`config.mk`:
```
export PLATFORM = sky130hd
export DESIGN_NAME = shft_seq_ctrl_flat
export DESIGN_NICKNAME = d
export VERILOG_FILES = /design/src/rtl/shft_pkg.sv /design/src/rtl/shft_seq_ctrl_if.sv /design/src/rtl/shft_cnt.sv /design/src/rtl/shft_seq_ctrl.sv /design/src/flat_wrapper.sv
export SDC_FILE = /design/constraint.sdc
export NUM_CORES = 1
export LEC_CHECK = 0
export ABC_CLOCK_PERIOD_IN_PS = 1500
export CAP_MARGIN = 20
export CORE_UTILIZATION = 43
export DETAILED_ROUTE_END_ITERATION = 10
export PLACE_DENSITY = 0.71
export SYNTH_ARGS = -nofsm -noshare
export SYNTH_HDL_FRONTEND = slang
export SYNTH_SLANG_ARGS = --single-unit
```
`constraint.sdc`:
```
create_clock -name clk -period 1.5 [get_ports clk]
set_input_delay 0.225 -clock clk [delete_from_list [all_inputs] [get_ports clk]]
set_output_delay 0.225 -clock clk [all_outputs]
set_load 0.005 [all_outputs]
```
`src/rtl/shft_pkg.sv`:
```
// Shared types and constants for the load-and-shift sequencer.
// Latency: n/a (declarations only).
// Backpressure: n/a.
package shft_pkg;

  // Width of the parallel word; the downstream register is fixed at 4 bits.
  localparam int W = 4;

  // Largest shift count honoured; larger requests are clamped to this.
  localparam logic [2:0] MAX_SH = 3'd4;

  typedef enum logic [2:0] {
    IDLE  = 3'd0,
    LOAD  = 3'd1,
    SHIFT = 3'd2,
    FIN   = 3'd3,
    CLR   = 3'd4
  } state_t;

  // Clamp a requested shift count to the register depth.
  function automatic logic [2:0] sat_nsh(input logic [2:0] n);
    return (n > MAX_SH) ? MAX_SH : n;
  endfunction

endpackage

```
`src/rtl/shft_seq_ctrl_if.sv`:
```
// Request/control bundle between a sequence requester and shft_seq_ctrl.
// Latency: n/a (wires only).
// Backpressure: requester may only start when ready is high; start otherwise dropped.
interface shft_seq_ctrl_if #(
  parameter int W = 4
);

  // Requester side
  logic         start;
  logic         abort;
  logic [W-1:0] word;
  logic [W-1:0] sword;
  logic [2:0]   nsh;

  // Controls towards the downstream register plus status
  logic         ld;
  logic         shft;
  logic         clr_n;
  logic [W-1:0] inp;
  logic         ins;
  logic         ready;
  logic         done;
  logic [W-1:0] mirror;

  modport master (
    output start, abort, word, sword, nsh,
    input  ld, shft, clr_n, inp, ins, ready, done, mirror
  );

  modport slave (
    input  start, abort, word, sword, nsh,
    output ld, shft, clr_n, inp, ins, ready, done, mirror
  );

endinterface

```
`src/rtl/shft_cnt.sv`:
```
// Loadable 3-bit down-counter with zero flag, paces the shift phase.
// Latency: load/decrement visible one cycle after the request edge.
// Backpressure: none; clear beats load beats decrement.
module shft_cnt (
  input  logic       clk,
  input  logic       rst,
  input  logic       clr,
  input  logic       ld,
  input  logic [2:0] ld_val,
  input  logic       dec,
  output logic [2:0] cnt,
  output logic       zero
);

  logic [2:0] cnt_q;

  // Count register: reset/clear to zero, else load, else count down.
  always_ff @(posedge clk) begin
    if (rst || clr) begin
      cnt_q <= 3'd0;
    end else if (ld) begin
      cnt_q <= ld_val;
    end else if (dec) begin
      cnt_q <= cnt_q - 3'd1;
    end
  end

  assign cnt  = cnt_q;
  assign zero = (cnt_q == 3'd0);

endmodule

```
`src/rtl/shft_seq_ctrl.sv`:
```
// Drives load/shift/clear of a negedge 4-bit register and mirrors its contents.
// Latency: start accepted in cycle 0 -> ld cycle 1 -> shft cycles 2..n+1 -> done n+2 -> ready n+3.
// Backpressure: start only accepted while ready=1; otherwise dropped, never queued.
module shft_seq_ctrl #(
  parameter int W = shft_pkg::W  // only 4 is supported
) (
  input  logic             clk,
  input  logic             rst,
  shft_seq_ctrl_if.slave   bus
);

  import shft_pkg::*;

  state_t       state_q;
  state_t       state_nxt;

  // Counter hookup
  logic         cnt_clr;
  logic         cnt_ld;
  logic         cnt_dec;
  logic [2:0]   cnt_ld_val;
  logic [2:0]   cnt;
  logic         cnt_zero;

  // Registered outputs; each is a function of the state being entered so
  // the downstream negedge sampler sees values stable for half a cycle.
  logic         ld_q;
  logic         shft_q;
  logic         clr_n_q;
  logic         done_q;
  logic         ready_q;
  logic [W-1:0] inp_q;
  logic         ins_q;
  logic [W-1:0] mirror_q;

  // Serial-in word, consumed LSB first; shifted right once per shift cycle.
  logic [W-1:0] sreg_q;

  shft_cnt u_cnt (
    .clk    (clk),
    .rst    (rst),
    .clr    (cnt_clr),
    .ld     (cnt_ld),
    .ld_val (cnt_ld_val),
    .dec    (cnt_dec),
    .cnt    (cnt),
    .zero   (cnt_zero)
  );

  // State register; reset parks in CLR so the first free cycle exits to IDLE.
  always_ff @(posedge clk) begin
    if (rst) begin
      state_q <= CLR;
    end else begin
      state_q <= state_nxt;
    end
  end

  // Next-state and counter control; abort overrides every state and start.
  always_comb begin
    state_nxt  = state_q;
    cnt_clr    = 1'b0;
    cnt_ld     = 1'b0;
    cnt_dec    = 1'b0;
    cnt_ld_val = sat_nsh(bus.nsh);
    if (bus.abort) begin
      state_nxt = CLR;
      cnt_clr   = 1'b1;
    end else begin
      case (state_q)
        IDLE: begin
          if (bus.start) begin
            state_nxt = LOAD;
            cnt_ld    = 1'b1;
          end
        end
        LOAD: begin
          state_nxt = cnt_zero ? FIN : SHIFT;
        end
        SHIFT: begin
          cnt_dec = 1'b1;
          // Last shift is the one issued while the count reads 1; the <=
          // also guarantees an exit should the count ever read 0 here.
          if (cnt <= 3'd1) begin
            state_nxt = FIN;
          end
        end
        FIN: begin
          state_nxt = IDLE;
        end
        CLR: begin
          state_nxt = IDLE;
        end
        default: begin
          state_nxt = CLR;
        end
      endcase
    end
  end

  // Output/data registers, driven from the state about to be entered.
  always_ff @(posedge clk) begin
    if (rst) begin
      ld_q     <= 1'b0;
      shft_q   <= 1'b0;
      clr_n_q  <= 1'b0;
      done_q   <= 1'b0;
      ready_q  <= 1'b0;
      inp_q    <= '0;
      ins_q    <= 1'b0;
      mirror_q <= '0;
      sreg_q   <= '0;
    end else begin
      ld_q    <= (state_nxt == LOAD);
      shft_q  <= (state_nxt == SHIFT);
      clr_n_q <= (state_nxt != CLR);
      done_q  <= (state_nxt == FIN);
      ready_q <= (state_nxt == IDLE);
      ins_q   <= 1'b0;
      case (state_nxt)
        LOAD: begin
          // Only reachable from an accepted start: capture the request here.
          inp_q    <= bus.word;
          mirror_q <= bus.word;
          sreg_q   <= bus.sword;
        end
        SHIFT: begin
          ins_q    <= sreg_q[0];
          mirror_q <= {sreg_q[0], mirror_q[W-1:1]};
          sreg_q   <= {1'b0, sreg_q[W-1:1]};
        end
        CLR: begin
          mirror_q <= '0;
        end
        default: begin
        end
      endcase
    end
  end

  assign bus.ld     = ld_q;
  assign bus.shft   = shft_q;
  assign bus.clr_n  = clr_n_q;
  assign bus.done   = done_q;
  assign bus.ready  = ready_q;
  assign bus.inp    = inp_q;
  assign bus.ins    = ins_q;
  assign bus.mirror = mirror_q;

endmodule

```
`src/flat_wrapper.sv`:
```
// flat-port wrapper written by rule: the top's interface ports become plain ports
module shft_seq_ctrl_flat import shft_pkg::*;
#(
  parameter int W = shft_pkg::W                        
)
  (clk, rst, bus_start, bus_abort, bus_word, bus_sword, bus_nsh, bus_ld, bus_shft, bus_clr_n, bus_inp, bus_ins, bus_ready, bus_done, bus_mirror);
  shft_seq_ctrl_if #(.W(W)) bus_i ();
  input  logic clk;
  input  logic rst;
  input wire logic [$bits(bus_i.start)-1:0] bus_start;
  input wire logic [$bits(bus_i.abort)-1:0] bus_abort;
  input wire logic [$bits(bus_i.word)-1:0] bus_word;
  input wire logic [$bits(bus_i.sword)-1:0] bus_sword;
  input wire logic [$bits(bus_i.nsh)-1:0] bus_nsh;
  output wire logic [$bits(bus_i.ld)-1:0] bus_ld;
  output wire logic [$bits(bus_i.shft)-1:0] bus_shft;
  output wire logic [$bits(bus_i.clr_n)-1:0] bus_clr_n;
  output wire logic [$bits(bus_i.inp)-1:0] bus_inp;
  output wire logic [$bits(bus_i.ins)-1:0] bus_ins;
  output wire logic [$bits(bus_i.ready)-1:0] bus_ready;
  output wire logic [$bits(bus_i.done)-1:0] bus_done;
  output wire logic [$bits(bus_i.mirror)-1:0] bus_mirror;
  assign bus_i.start = bus_start;
  assign bus_i.abort = bus_abort;
  assign bus_i.word = bus_word;
  assign bus_i.sword = bus_sword;
  assign bus_i.nsh = bus_nsh;
  assign bus_ld = bus_i.ld;
  assign bus_shft = bus_i.shft;
  assign bus_clr_n = bus_i.clr_n;
  assign bus_inp = bus_i.inp;
  assign bus_ins = bus_i.ins;
  assign bus_ready = bus_i.ready;
  assign bus_done = bus_i.done;
  assign bus_mirror = bus_i.mirror;
  shft_seq_ctrl #(.W(W)) u_core (.clk(clk), .rst(rst), .bus(bus_i));
endmodule
```
### Word-level counts from Yosys, hierarchy flattened

Index checks and enable logic that the tools add are counted.

* bits in registers: 24
* input port bits: 15

* add/sub/neg operators: 1
* $lt $le $gt $ge: 2
* eq/ne operators: 9
* multiplexer cells: 16
* bitwise logic cells: 1
* reductions and logical operators: 9

Operators by type and width (number)
* 3-bit 2-to-1 mux: 6
* 3-bit by 2-bit equality test with 1-bit output, second input constant: 4
* 3-bit one-hot mux with 4 select lines: 1
* 4-bit one-hot mux with 3 select lines: 1
* 3-bit zero test: 3
* 4-bit one-hot mux with 2 select lines: 1
* 1-bit 2-to-1 mux: 7
* 3-bit by 1-bit equality test with 1-bit output, second input constant: 2
* 3-bit equality test, second input constant: 2
* 2-bit nonzero test: 2
* 2-bit OR reduction: 2
* 3-bit > comparator, second input constant: 1
* 3-bit by 1-bit <= comparator with 1-bit output, second input constant: 1
* 3-bit != test, second input constant: 1
* 3-bit nonzero test: 1
* 3-bit by 1-bit subtractor with 3-bit output, second input constant: 1
* 1-bit logical OR: 1
* 1-bit NOT: 1

### Longest topological paths before layout

* depth in word-level cells: 7
* depth in mapped cells: 7

### Cells and area by module

From an unflattened synthesis, not the netlist that was laid out.

* cell total of the unflattened synthesis: 125
* area total of the unflattened synthesis: 1124.8 µm²

Modules (own cells, without submodules)
* shft_seq_ctrl: times used 1, cells each 104, area an instance 920.9 µm², seq. area each 420.4 µm²
* shft_cnt: times used 1, cells each 21, area an instance 203.9 µm², seq. area each 60.1 µm²

### Worst setup path before layout

OpenSTA, ideal clock, no wires.

* path kind: register to register
* start: reg u_core.u_cnt.cnt_q[0], in the netlist u_core.u_cnt.cnt[0]
* end: reg u_core.mirror_q[3], in the netlist u_core.bus.mirror[3]
* setup time: 0.119 ns
* arrival time: 1.456 ns
* path slack: -0.075 ns
* cell stages (with the launch flop): 8
* path buffers: 0
* cell sequence: dfxtp_1 -> inv_1 -> ha_1 -> nand3b_4 -> a211o_1 -> nand2_2 -> o21ai_2 -> o221a_1

* word-level cells in the longest chain between the ends: 6

RTL lines
* start, declared: RTL line shft_cnt.sv:15 `logic [2:0] cnt_q;`
* start signal, assigned: RTL line shft_cnt.sv:22 `cnt_q <= ld_val;`
* start signal, assigned: RTL line shft_cnt.sv:24 `cnt_q <= cnt_q - 3'd1;`
* 3-bit by 1-bit <= comparator with 1-bit output / 3-bit zero test (equally long branches): RTL line shft_seq_ctrl.sv:84, shft_cnt.sv:29
* 3-bit 2-to-1 mux / 1-bit 2-to-1 mux (equally long branches): RTL line shft_seq_ctrl.sv:84, shft_seq_ctrl.sv:78
* 3-bit one-hot mux with 4 select lines *: RTL line shft_seq_ctrl.sv:70 `case (state_q)`
* 3-bit 2-to-1 mux *: RTL line shft_seq_ctrl.sv:66 `if (bus.abort) begin`
* 3-bit equality test (tied with other cells): RTL line shft_seq_ctrl.sv:120 `case (state_nxt)`
* 4-bit one-hot mux with 3 select lines / 3-bit nonzero test (equally long branches)
* end signal, assigned: RTL line shft_seq_ctrl.sv:124 `mirror_q <= bus.word;`
* end signal, assigned: RTL line shft_seq_ctrl.sv:129 `mirror_q <= {sreg_q[0], mirror_q[W-1:1]};`
* end, declared: RTL line shft_seq_ctrl.sv:34 `logic [W-1:0] mirror_q;`

Every way passes the cells marked *; elsewhere a longest branch is shown, timed or not.
A chain may end at the register's enable or synchronous reset.

### Worst setup path in the final report

* start: reg u_core.state_q[0]
* end: reg u_core.mirror_q[3], in the netlist u_core.bus.mirror[3]

* word-level cells in the longest chain between the ends: 6

RTL lines
* start, declared: RTL line shft_seq_ctrl.sv:14 `state_t state_q;`
* start signal, assigned: RTL line shft_seq_ctrl.sv:55 `state_q <= state_nxt;`
* 3-bit by 2-bit equality test with 1-bit output / 3-bit equality test (equally long branches): RTL line shft_seq_ctrl.sv:70
* 2-bit OR reduction (no line)
* 3-bit one-hot mux with 4 select lines *: RTL line shft_seq_ctrl.sv:70
* 3-bit 2-to-1 mux *: RTL line shft_seq_ctrl.sv:66
* 3-bit equality test (tied with other cells): RTL line shft_seq_ctrl.sv:120
* 4-bit one-hot mux with 3 select lines / 3-bit nonzero test (equally long branches)

Marked as above.

==> impl_metrics.yaml <==
sta:
  hold_violations: 0
  rsz0062_at_grt: "yes"
  worst_slew_pin_slew_ns: 0.315
  finalSetupViolations: 3
  slew_viol_final: 0
  fin_tns_setup_ns: -0.0774
  fmax_mhz: 637
  slew-limit-headroom: 0.789
  fin_crit_sh: 1.05
  layout_setup_ws_ns: -0.0690
  finalWorstPathRequiredPeriod_ns: 1.57
  clock_skew_ns: 0.00348
final_layout:
  antenna_cells: 0
  areaGrowthSynthToFinish_pct: 61.1
  nNetsFinal: 203
  fin_cells: 214
  mostFrequentLayoutCells: "clkdlybuf4s50_1 (28), buf_4 (24), dfxtp_1 (17)"
  fin_util: 0.758
  stdcell_area_mm2: 0.00193
  layout-drive-gt1-share: 0.446
  layout_commonest_cell: "clkdlybuf4s50_1"
hold_path:
  worstHoldEndpoint: "u_core.sreg_q[3]"
  hold-path-cell-count: 3
  hp-start: "bus_sword[3]"
  hold_path.class: "primary input to flip-flop"
route:
  drcViolationCount: 0
  post_drt_wl_per_cell_um: 14.7
  viasPerCell: 5.40
  postRouteAntennaNets: 0
  firstDrtPassIters: 4
  vias: 1155
  drt_iter0_markers: 8
  routed_wl_um: 3140
place:
  globalplace.congestion: 0.855
  placed_cells: 207
  hpwl_um: 2260
  pre_cts_ws_ns: -0.269
  placed_area_mm2: 0.00168
  port_buffers: 28
setup_path:
  critPathArrivalTime_ns: 1.85
  timing.rr.start: "u_core.state_q[0]"
  reg2regPathDepth: 6
  required_ns: 1.78
  crit_start: "u_core.state_q[0]"
  rrSetupSlack_ns: -0.07
  critPathCaptureType: "flip-flop"
  path_class: "flip-flop to flip-flop"
  cp-start-kind: "flip-flop"
  r2r-end: "u_core.bus.mirror[3]"
  cp_max_fo: 6
grt:
  grt_pass1_wl_um: 4920
  grt_max_degree: 15
  groute.usage.overall: 0.230
  grt_pass1_vias: 1124
  grt_overflow: 0
  grt_antenna_before_repair: 0
cts:
  cts_hold_buf: 0
  cts-root-buf: "clkbuf_4"
  cts_tree: "done"
  clock-sinks: 24
  clk_latency_ns: 0.32
  clk_pin_slew_ns: 0.14
  cts_buffer_depth: 2
  cts.htree.levels: 1
  cts_buffers: 3
logic_synthesis:
  ys_seq_area_frac: 0.401
  syn-cell-area_mm2: 0.00120
  ys_ff_latch: 24
  synth_edf_count: 0
  ys.flop_type: "dfxtp_1"
  synth_cell_type_count: 41
  synth_warnings: 0
  syn_avg_cell_area_um2: 9.21
  synthArstFlopShare: 0
  synthCells: 130
  synth_fp_nets: 148
die:
  dieArea_mm2: 0.00300
  start_util: 0.471
  rows: 18
  design.core.area_mm2: 0.00254
  die_h_um: 54.8
  die_x_um: 54.8
  io-pin-count: 29
power:
  p_leak_nw: 0.718
  p_per_area_mw_per_mm2: 699
  irDropWorstVdd_mv: 0.613
run_status:
  violations: "negative setup slack"
  status: "finished with violations"
job:
  maxCapViolCount: 0
==> cell type report <==
type                    count  area (um2)
flip-flops and latches     24         497
multi-input cells          88         779
clock buffers               3        22.5
fillers                   171         616
inverters                  11        46.3
repair buffers             57         517
well taps                  30        37.5
clock inverters             1        30.0
==> synthesized netlist by cell type (2+ instances only) <==
library cell,number,area (um2)
a211oi_2,3,37.5
a22oi_1,4,30.0
buf_6,2,22.5
nand2_1,13,48.8
inv_1,11,41.3
dfxtp_1,24,480
nor2_1,9,33.8
clkbuf_1,2,7.51
nor3_2,2,20.0
a21oi_1,11,55.1
ha_1,3,37.5
o21ai_0,3,15.0
buf_2,2,10.0
o21a_1,2,15.0
mux2i_1,2,20.0
nor3_1,6,30.0
nand3_1,6,30.0
o221ai_1,2,17.5
==> where the power goes <==
part	leakage [nW]	switching, mW	internal [mW]
combinational	0.491	0.0895	0.117
clock	0.0279	0.210	0.270
sequential	0.199	0.0139	0.648
total	0.718	0.313	1.04
==> flip-flops by register name, indices dropped and copies added (netlist names) <==
signal	cells
u_core.bus.mirror	4
u_core.u_cnt.cnt	3
u_core.sreg_q	4
u_core.bus.clr_n	1
u_core.bus.shft	1
u_core.bus.ins	1
u_core.bus.ld	1
u_core.bus.inp	4
u_core.bus.ready	1
u_core.state_q	3
u_core.bus.done	1
==> critical path, stage by stage (launching register included) <==
cell and delay (ns):
dfxtp_4 0.44, buf_4 0.14, nand3b_4 0.09, a211o_1 0.33
nand3_4 0.12, mux2i_1 0.22, o221a_1 0.19
==> worst max-delay path by stage <==
stage          slack, ns  depth (start not counted)                    to
6_report           -0.07                          6  u_core.bus.mirror[3]
5_1_grt            -0.13                          7  u_core.bus.mirror[3]
4_1_cts            -0.04                          7  u_core.bus.mirror[3]
3_5_place_dp       -0.27                          6  u_core.bus.mirror[3]
3_3_place_gp       -0.23                          6  u_core.bus.mirror[3]
2_1_floorplan       0.02                          7  u_core.bus.mirror[3]
==> routing by layer <==
layer  wire, um  share of wire  global-route usage  vias to the layer above
met1       1360           0.43               0.292                      554
li1           -              -                   -                      571
met4         53          0.017              0.0983                        0
met2       1620           0.52               0.382                       23
met3        101          0.032              0.0333                        7
met5          0              0                   0                        -
==> metrics by stage <==
step,hold WS (ns),power (mW)
after floorplan,0.361,0.751
after global placement,0.445,0.850
after detailed placement,0.448,0.854
after CTS,0.428,1.34
after global routing,0.480,1.40
final,0.466,1.35
==> cell families after synthesis <==
group	count (synthesis)	share of synthesized area
compound gates	33	0.201
fa+ha+maj	3	0.0314
buf+inv	18	0.0742
xor+xnor	2	0.0209
flops	24	0.401
simple gates	48	0.255
mux	2	0.0167
==> what timing repair did <==
| item | 4_1_cts | 5_1_grt |
|---|---|---|
| pin swaps | 6 | 15 |
| gates resized for setup | 16 | 32 |
| endpoints found under the setup margin | 15 | 19 |
| buffers inserted | 3 | 2 |
Power figures use the tool's default switching activity.
